`config.mk`:
```
export PLATFORM = sky130hd
export DESIGN_NAME = commit_monitor
export DESIGN_NICKNAME = d
export VERILOG_FILES = /design/src/rtl/commit_monitor.sv
export SDC_FILE = /design/constraint.sdc
export NUM_CORES = 1
export LEC_CHECK = 0
export ABC_AREA = 1
export CAP_MARGIN = 0
export CORE_AREA = 2 2 159 161
export CTS_BUF_LIST = sky130_fd_sc_hd__clkbuf_16
export DETAILED_ROUTE_END_ITERATION = 7
export DIE_AREA = 0 0 161 163
export PLACE_DENSITY_LB_ADDON = 0.08
export SLEW_MARGIN = 10
export SYNTH_ARGS = -nofsm -noshare
export SYNTH_HDL_FRONTEND = slang
export SYNTH_HIERARCHICAL = 1
export SYNTH_SLANG_ARGS = --single-unit
```
`constraint.sdc`:
```
create_clock -name clk -period 4.22 [get_ports clk]
set_input_delay 0.422 -clock clk [delete_from_list [all_inputs] [get_ports clk]]
set_output_delay 0.422 -clock clk [all_outputs]
set_load 0.03 [all_outputs]
```
`src/rtl/commit_monitor.sv`:
```
// Retire-order tracker and sticky halt detector for an N-wide in-order retire stage.
// Halt causes: magic write to x1, a run of committed self-loops, or a no-commit watchdog.

module commit_lane #(
    parameter int XLEN = 32,
    parameter logic [XLEN-1:0] HALT_MAGIC = 32'h600d600d
) (
    input  logic            load_regfile,
    input  logic [4:0]      rd_addr,
    input  logic [XLEN-1:0] rd_wdata,
    input  logic [XLEN-1:0] pc,
    input  logic [XLEN-1:0] pc_next,
    output logic            magic,
    output logic            self_loop
);
    assign magic     = load_regfile && (rd_addr == 5'd1) && (rd_wdata == HALT_MAGIC);
    assign self_loop = (pc_next == pc);
endmodule

module commit_monitor #(
    parameter int LANES       = 2,
    parameter int XLEN        = 32,
    parameter int ORDER_W     = 64,
    parameter logic [XLEN-1:0] HALT_MAGIC = 32'h600d600d,
    parameter int LOOP_THRESH = 4,
    parameter int WDOG_CYCLES = 1024
) (
    input  logic                     clk,
    input  logic                     rst,
    input  logic                     clear,
    input  logic [LANES-1:0]         commit_valid,
    input  logic [LANES*XLEN-1:0]    commit_pc,
    input  logic [LANES*XLEN-1:0]    commit_pc_next,
    input  logic [LANES-1:0]         commit_load_regfile,
    input  logic [LANES*5-1:0]       commit_rd_addr,
    input  logic [LANES*XLEN-1:0]    commit_rd_wdata,
    output logic [LANES*ORDER_W-1:0] lane_order,
    output logic [ORDER_W-1:0]       total_commits,
    output logic                     halt,
    output logic [1:0]               halt_cause,
    output logic                     order_err
);
    localparam int LW      = $clog2(LOOP_THRESH + 1);
    localparam int IW      = (WDOG_CYCLES > 1) ? $clog2(WDOG_CYCLES) : 1;
    localparam int WD_LAST = (WDOG_CYCLES > 0) ? WDOG_CYCLES - 1 : 0;

    typedef enum logic {RUN, HALTED} state_t;

    state_t             state, state_nxt;
    logic [LW-1:0]      loop_cnt, loop_nxt;
    logic [IW-1:0]      idle_cnt;
    logic [ORDER_W-1:0] commit_cnt;
    logic [LANES-1:0]   lane_magic, lane_self;
    logic               gap, magic_hit, loop_hit, wdog_hit, any_valid;
    logic [1:0]         cause_nxt;

    for (genvar i = 0; i < LANES; i++) begin : g_lane
        commit_lane #(.XLEN(XLEN), .HALT_MAGIC(HALT_MAGIC)) u_lane (
            .load_regfile (commit_load_regfile[i]),
            .rd_addr      (commit_rd_addr[i*5 +: 5]),
            .rd_wdata     (commit_rd_wdata[i*XLEN +: XLEN]),
            .pc           (commit_pc[i*XLEN +: XLEN]),
            .pc_next      (commit_pc_next[i*XLEN +: XLEN]),
            .magic        (lane_magic[i]),
            .self_loop    (lane_self[i])
        );
    end

    // Orders, contiguity and loop run are all walked oldest-lane first.
    always_comb begin
        commit_cnt = '0;
        lane_order = '0;
        gap        = 1'b0;
        loop_nxt   = loop_cnt;
        loop_hit   = 1'b0;
        for (int i = 0; i < LANES; i++) begin
            lane_order[i*ORDER_W +: ORDER_W] = total_commits + commit_cnt;
            if (commit_valid[i]) begin
                commit_cnt = commit_cnt + ORDER_W'(1);
                if (i > 0 && !commit_valid[(i > 0) ? i-1 : 0]) gap = 1'b1;
                if (lane_self[i]) begin
                    if (loop_nxt != LW'(LOOP_THRESH)) loop_nxt = loop_nxt + LW'(1);
                end else begin
                    loop_nxt = '0;
                end
                if (loop_nxt == LW'(LOOP_THRESH)) loop_hit = 1'b1;
            end
        end
        any_valid = |commit_valid;
        magic_hit = |(commit_valid & lane_magic);
        wdog_hit  = (WDOG_CYCLES != 0) && !any_valid && (idle_cnt == IW'(WD_LAST));
    end

    always_comb begin
        state_nxt = state;
        cause_nxt = 2'd0;
        if (magic_hit)     cause_nxt = 2'd1;
        else if (loop_hit) cause_nxt = 2'd2;
        else if (wdog_hit) cause_nxt = 2'd3;
        case (state)
            RUN:     if (cause_nxt != 2'd0) state_nxt = HALTED;
            HALTED:  state_nxt = HALTED;
            default: state_nxt = RUN;
        endcase
    end

    always_ff @(posedge clk or negedge rst) begin
        if (!rst) begin
            state         <= RUN;
            total_commits <= '0;
            loop_cnt      <= '0;
            idle_cnt      <= '0;
            halt_cause    <= 2'd0;
            order_err     <= 1'b0;
        end else if (clear) begin
            state         <= RUN;
            total_commits <= '0;
            loop_cnt      <= '0;
            idle_cnt      <= '0;
            halt_cause    <= 2'd0;
            order_err     <= 1'b0;
        end else if (state == RUN) begin
            state         <= state_nxt;
            total_commits <= total_commits + commit_cnt;
            loop_cnt      <= loop_nxt;
            if (any_valid)            idle_cnt <= '0;
            else if (idle_cnt != '1)  idle_cnt <= idle_cnt + IW'(1);
            if (gap)                  order_err <= 1'b1;
            if (state_nxt == HALTED)  halt_cause <= cause_nxt;
        end
    end

    assign halt = (state == HALTED);
endmodule

```
=== Word-level counts from Yosys, hierarchy flattened ===
Cells that the tools add are included.
Widths: inputs -> output; s select.

* Register bits: 81
* Output and inout bits: 196
* Word-level logic and storage cells: 79

* $add $sub $neg: 6
* Equal/unequal tests: 13
* Muxes and demuxes: 37
* Bitwise operators: 2
* Reductions and logical operators: 15

{| class="wikitable"
|+ Operators by type and width
! cell !! number
|-
| $mux 64 || 3
|-
| $add 64x64->64 || 2
|-
| $add 64x1->64 const B || 1
|-
| $eq 32x31->1 const B || 2
|-
| $eq 32x32->1 || 2
|-
| $mux 10 || 4
|-
| $mux 3 || 10
|-
| $mux 1 || 13
|-
| $mux 2 || 6
|-
| $add 10x1->10 const B || 1
|-
| $eq 10x10->1 const B || 1
|-
| $eq 5x1->1 const B || 2
|-
| $ne 10x10->1 const B || 1
|-
| $add 3x1->3 const B || 2
|-
| $eq 3x3->1 const B || 2
|-
| $ne 3x3->1 const B || 2
|-
| $reduce_and 2->1 || 3
|-
| $reduce_bool 2->1 || 3
|-
| $logic_and 1x1->1 || 5
|-
| $reduce_or 2->1 || 2
|-
| $reduce_bool 3->1 || 1
|-
| $and 2x2->2 || 1
|-
| $ne 2x2->1 const B || 1
|-
| $pmux 1 s2 || 1
|-
| other kinds (2) || 2
|}

=== Depth between registers and ports, before layout ===
* Word-level depth: 20
* Gate-level depth with buffers: 21
* Depth with buffers taken out: 21

=== By module ===
The synthesis kept the hierarchy.

{| class="wikitable"
|+ By module, submodules not included
! module !! instances !! cells an instance !! area an instance (um^2) !! seq. area each (um^2)
|-
| commit_monitor || 1 || 909 || 6575.1 || 2026.9
|-
| commit_lane || 2 || 194 || 768.2 || 0.0
|}

=== Worst setup path after synthesis ===
OpenSTA, ideal clock, no wires.

* Path type: register -> output
* Start: reg total_commits[0]
* End: out lane_order[102]
* Arrival: 2.427 ns
* Required time: 3.798 ns
* Path slack: 1.371 ns
* Cell stages (with the launch flop): 13
* Path buffers: 0
* Cell sequence: dfrtp_1 ha_1 ha_1 inv_1 nor2_2 inv_2 nor2_4 nand2_2 inv_2 nand2_1 nor2_1 nand2_1 xor2_1

* Longest elaborated chain between the ends: 1

{| class="wikitable"
|+ Ends and longest elaborated chain
! item !! line !! RTL
|-
| start: declaration || 38 || <nowiki>output logic [ORDER_W-1:0] total_commits,</nowiki>
|-
| start signal: assignment || 124 || <nowiki>total_commits <= total_commits + commit_cnt;</nowiki>
|-
| $add 64x64->64 || 77 || <nowiki>lane_order[i*ORDER_W +: ORDER_W] = total_commits + commit_cnt;</nowiki>
|-
| end: declaration || 37 || <nowiki>output logic [LANES*ORDER_W-1:0] lane_order,</nowiki>
|}

Every way passes these cells.

=== Final worst setup path ===
* Start: in commit_valid[0]
* End: out lane_order[120]

* Longest elaborated chain between the ends: 2

{| class="wikitable"
|+ Ends and longest elaborated chain
! item !! line !! RTL
|-
| start: declaration || 31 || <nowiki>input logic [LANES-1:0] commit_valid,</nowiki>
|-
| $mux 1 || 78 || <nowiki>if (commit_valid[i]) begin</nowiki>
|-
| $add 64x64->64 || 77 ||
|}

Every way passes these cells.

==> flow_metrics.env <==
export IMPL_status="finished clean"
export IMPL_hold_buffers=0
export IMPL_synthAdderAreaFrac=0.02098
export IMPL_slew_headroom=0.4752
export IMPL_ant_nets=0
export IMPL_reg2reg_slack_ps=1780
export IMPL_drc=0
export IMPL_grt_pass1_vias=8866
export IMPL_ir_drop_uv=160.2
export IMPL_finalClockSkew_ps=8.354
export IMPL_grt_usage=0.2370
export IMPL_antenna_found_initial=0
export IMPL_finalHoldViolCount=0
export IMPL_grt_max_degree=58
export IMPL_synthToLayoutAreaGrowth_pct=52.91
export IMPL_finalInstanceArea_sq_um=12400
export IMPL_reg2reg_depth=11
export IMPL_n_fill_cell=2568
export IMPL_synth_top_area_share=0.2499
export IMPL_finalCritPeriodShare=0.8905
export IMPL_drive_gt1_frac=0.05583
export IMPL_synthTopCellsByArea="dfrtp_1 25%, nand2_1 13%, inv_1 10%"
export IMPL_worstHoldPathType="primary input to asynchronous set/reset pin"
export IMPL_grt_pass1_wl_um=48060
export IMPL_synth_edf_count=0
export IMPL_fin_tns_setup_ps=0
export IMPL_postCtsSetupBuffers=0
export IMPL_multi_input_area_sq_um=4662
export IMPL_syn_area_per_cell_sq_um=6.254
export IMPL_final_common_cell="clkdlybuf4s50_1"
export IMPL_synth_flop_cell="dfrtp_1"
export IMPL_synth_mux_area_frac=0
export IMPL_power_density_nw_per_um2=167.6
export IMPL_numPortBuffers=404
export IMPL_tightest_slew_ps=787.2
export IMPL_startpoint_type="primary input"
export IMPL_clockRootBuffer="clkbuf_16"
export IMPL_synthXorXnorAreaFrac=0.07666
export IMPL_hpwl_um=26360
export IMPL_via_per_inst=4.715
export IMPL_die_area_sq_um=26240
export IMPL_dr_pass1_iters=5
export IMPL_grt_setup_unrepaired="no"
export IMPL_ys_types=44
export IMPL_grt_overflow_total=0
export IMPL_clk_pin_slew_ps=60
export IMPL_synth_compound_area_frac=0.08839
export IMPL_drv_slew=0
export IMPL_seq_area_sq_um=2027
export IMPL_synth_simple_area_share=0.3887
export IMPL_vias=9327
export IMPL_synth_warnings=6
export IMPL_cts_resized=0
export IMPL_setup_viol=0
export IMPL_fmax_mhz=266.1
export IMPL_cts_buffer_depth=2
export IMPL_post_dp_cell_area_sq_um=12090
export IMPL_n_antenna_cell=0
export IMPL_cts_tree="yes"
export IMPL_mostFrequentLayoutCells="402 x clkdlybuf4s50_1, 277 x nand2_1, 218 x inv_1, 213 x nor2_1, 81 x dfrtp_1"
export IMPL_cp_required_ps=3800
export IMPL_cts_buffers=9
export IMPL_synthesis_nets=1519
export IMPL_crit_type="primary input to output port"
export IMPL_nNetsFinal=1865
export IMPL_fin_util=0.5027
export IMPL_drt_wl_total_um=31450
export IMPL_cp_max_fo=4
export IMPL_yosysSeqAreaShare=0.2499
export IMPL_start_util=0.3288
export IMPL_coreArea_sq_um=24670
export IMPL_syn_area_sq_um=8112
export IMPL_htreeDepth=3
export IMPL_drv_cap=0
export IMPL_rows=58
export IMPL_place_inst=1962
export IMPL_end_kind="output port"
export IMPL_ys_ff_latch=81
export IMPL_fin_crit_ps=3758
export IMPL_pin_count=405
export IMPL_synth_top_area_cell="dfrtp_1"
export IMPL_synthArstFlopShare=1.000
export IMPL_arrival_ps=3340
export IMPL_syn_inst=1297
export IMPL_clk_latency_ps=350
export IMPL_gp_congestion=0.9158
export IMPL_p_leak_nw=5.435
export IMPL_drtIter0Drc=539
export IMPL_die_w_um=161
export IMPL_holdWs_ps=131.0
export IMPL_clock_sinks=81
export IMPL_wl_per_cell_um=15.90
export IMPL_die_h_um=163
export IMPL_fin_cells=1978
export IMPL_synth_top_family_by_area="simple AND/OR/NAND/NOR gates"
[metrics by stage]
stage | setup WS, ps | power (mW)
6_report | 462.2 | 2.078
5_1_grt | 221.1 | 2.175
4_1_cts | 452.1 | 2.100
3_5_place_dp | 459.1 | 1.259
3_3_place_gp | 507.1 | 1.253
2_1_floorplan | 1371 | 0.9751
[path summary, 6_finish.rpt]
check,start,end
setup / recovery,commit_valid[0],lane_order[120]
hold / removal,rst,total_commits[32]
setup reg to reg,total_commits[19],total_commits[62]
hold reg to reg,order_err,order_err
max in group asynchronous,rst,idle_cnt[0]
min in group clk,order_err,order_err
[cells in the mapped netlist (2+ instances only)]
cell	n
a21oi_1	63
a22o_1	2
a2bb2oi_1	2
a31oi_1	3
buf_4	64
clkbuf_1	7
clkbuf_2	4
clkinv_1	3
dfrtp_1	81
ha_1	12
inv_1	218
inv_2	16
nand2_1	277
nand2_2	11
nand3_1	54
nand3_2	4
nand3b_1	7
nand4_1	44
nor2_1	213
nor2_2	7
nor2_4	10
nor3_1	28
nor3_2	11
nor4_1	9
nor4_2	3
nor4_4	2
o21a_1	8
o21ai_0	47
o21ai_1	2
o22ai_1	2
xnor2_1	10
xor2_1	61
[registers in the layout, summed over array words and instances, names as in the netlist]
register and count:
halt_cause 2, order_err 1, idle_cnt 10, loop_cnt 3, total_commits 64, halt 1
[final cells by class]
class / instances / area share
multi-input cells: 903 / 0.3759
repair buffers: 410 / 0.3303
flip-flops and latches: 81 / 0.1634
inverters: 238 / 0.07223
well taps: 330 / 0.03329
clock buffers: 9 / 0.01816
clock inverters: 7 / 0.006759
[layer usage]
layer  track usage  part of all wire
met1        0.2744              0.39
met2        0.4352              0.50
met5             0                 0
met4       0.07346             0.029
met3       0.05220             0.080
[cells by family (layout without fill, tap and decap cells)]
group,count (synthesis),in the layout
AND/OR/NAND/NOR,686,686
buffers and inverters,313,664
AO/OA/AOI/OAI,133,133
flip-flops,81,81
XOR/XNOR,71,71
adder cells (fa/ha/maj),13,13
[worst max-delay path, stage by stage]
cell and delay (ps):
clkdlybuf4s50_1 480, ha_1 210, ha_1 290, inv_1 100
nor2_2 160, inv_2 100, nor2_4 160, nand2_2 110
inv_2 80, nand2_1 150, nor3_2 240, xor2_1 160
clkdlybuf4s50_1 680
[report_power, final]
part | switching [mW] | leakage (nW) | internal [mW] | total (mW)
logic | 0.191 | 4.16 | 0.256 | 0.447
registers | 0.0111 | 1.13 | 0.782 | 0.793
clock network | 0.368 | 0.149 | 0.470 | 0.838
total | 0.570 | 5.43 | 1.51 | 2.08
No activity file was read; power rests on OpenSTA's default activity.
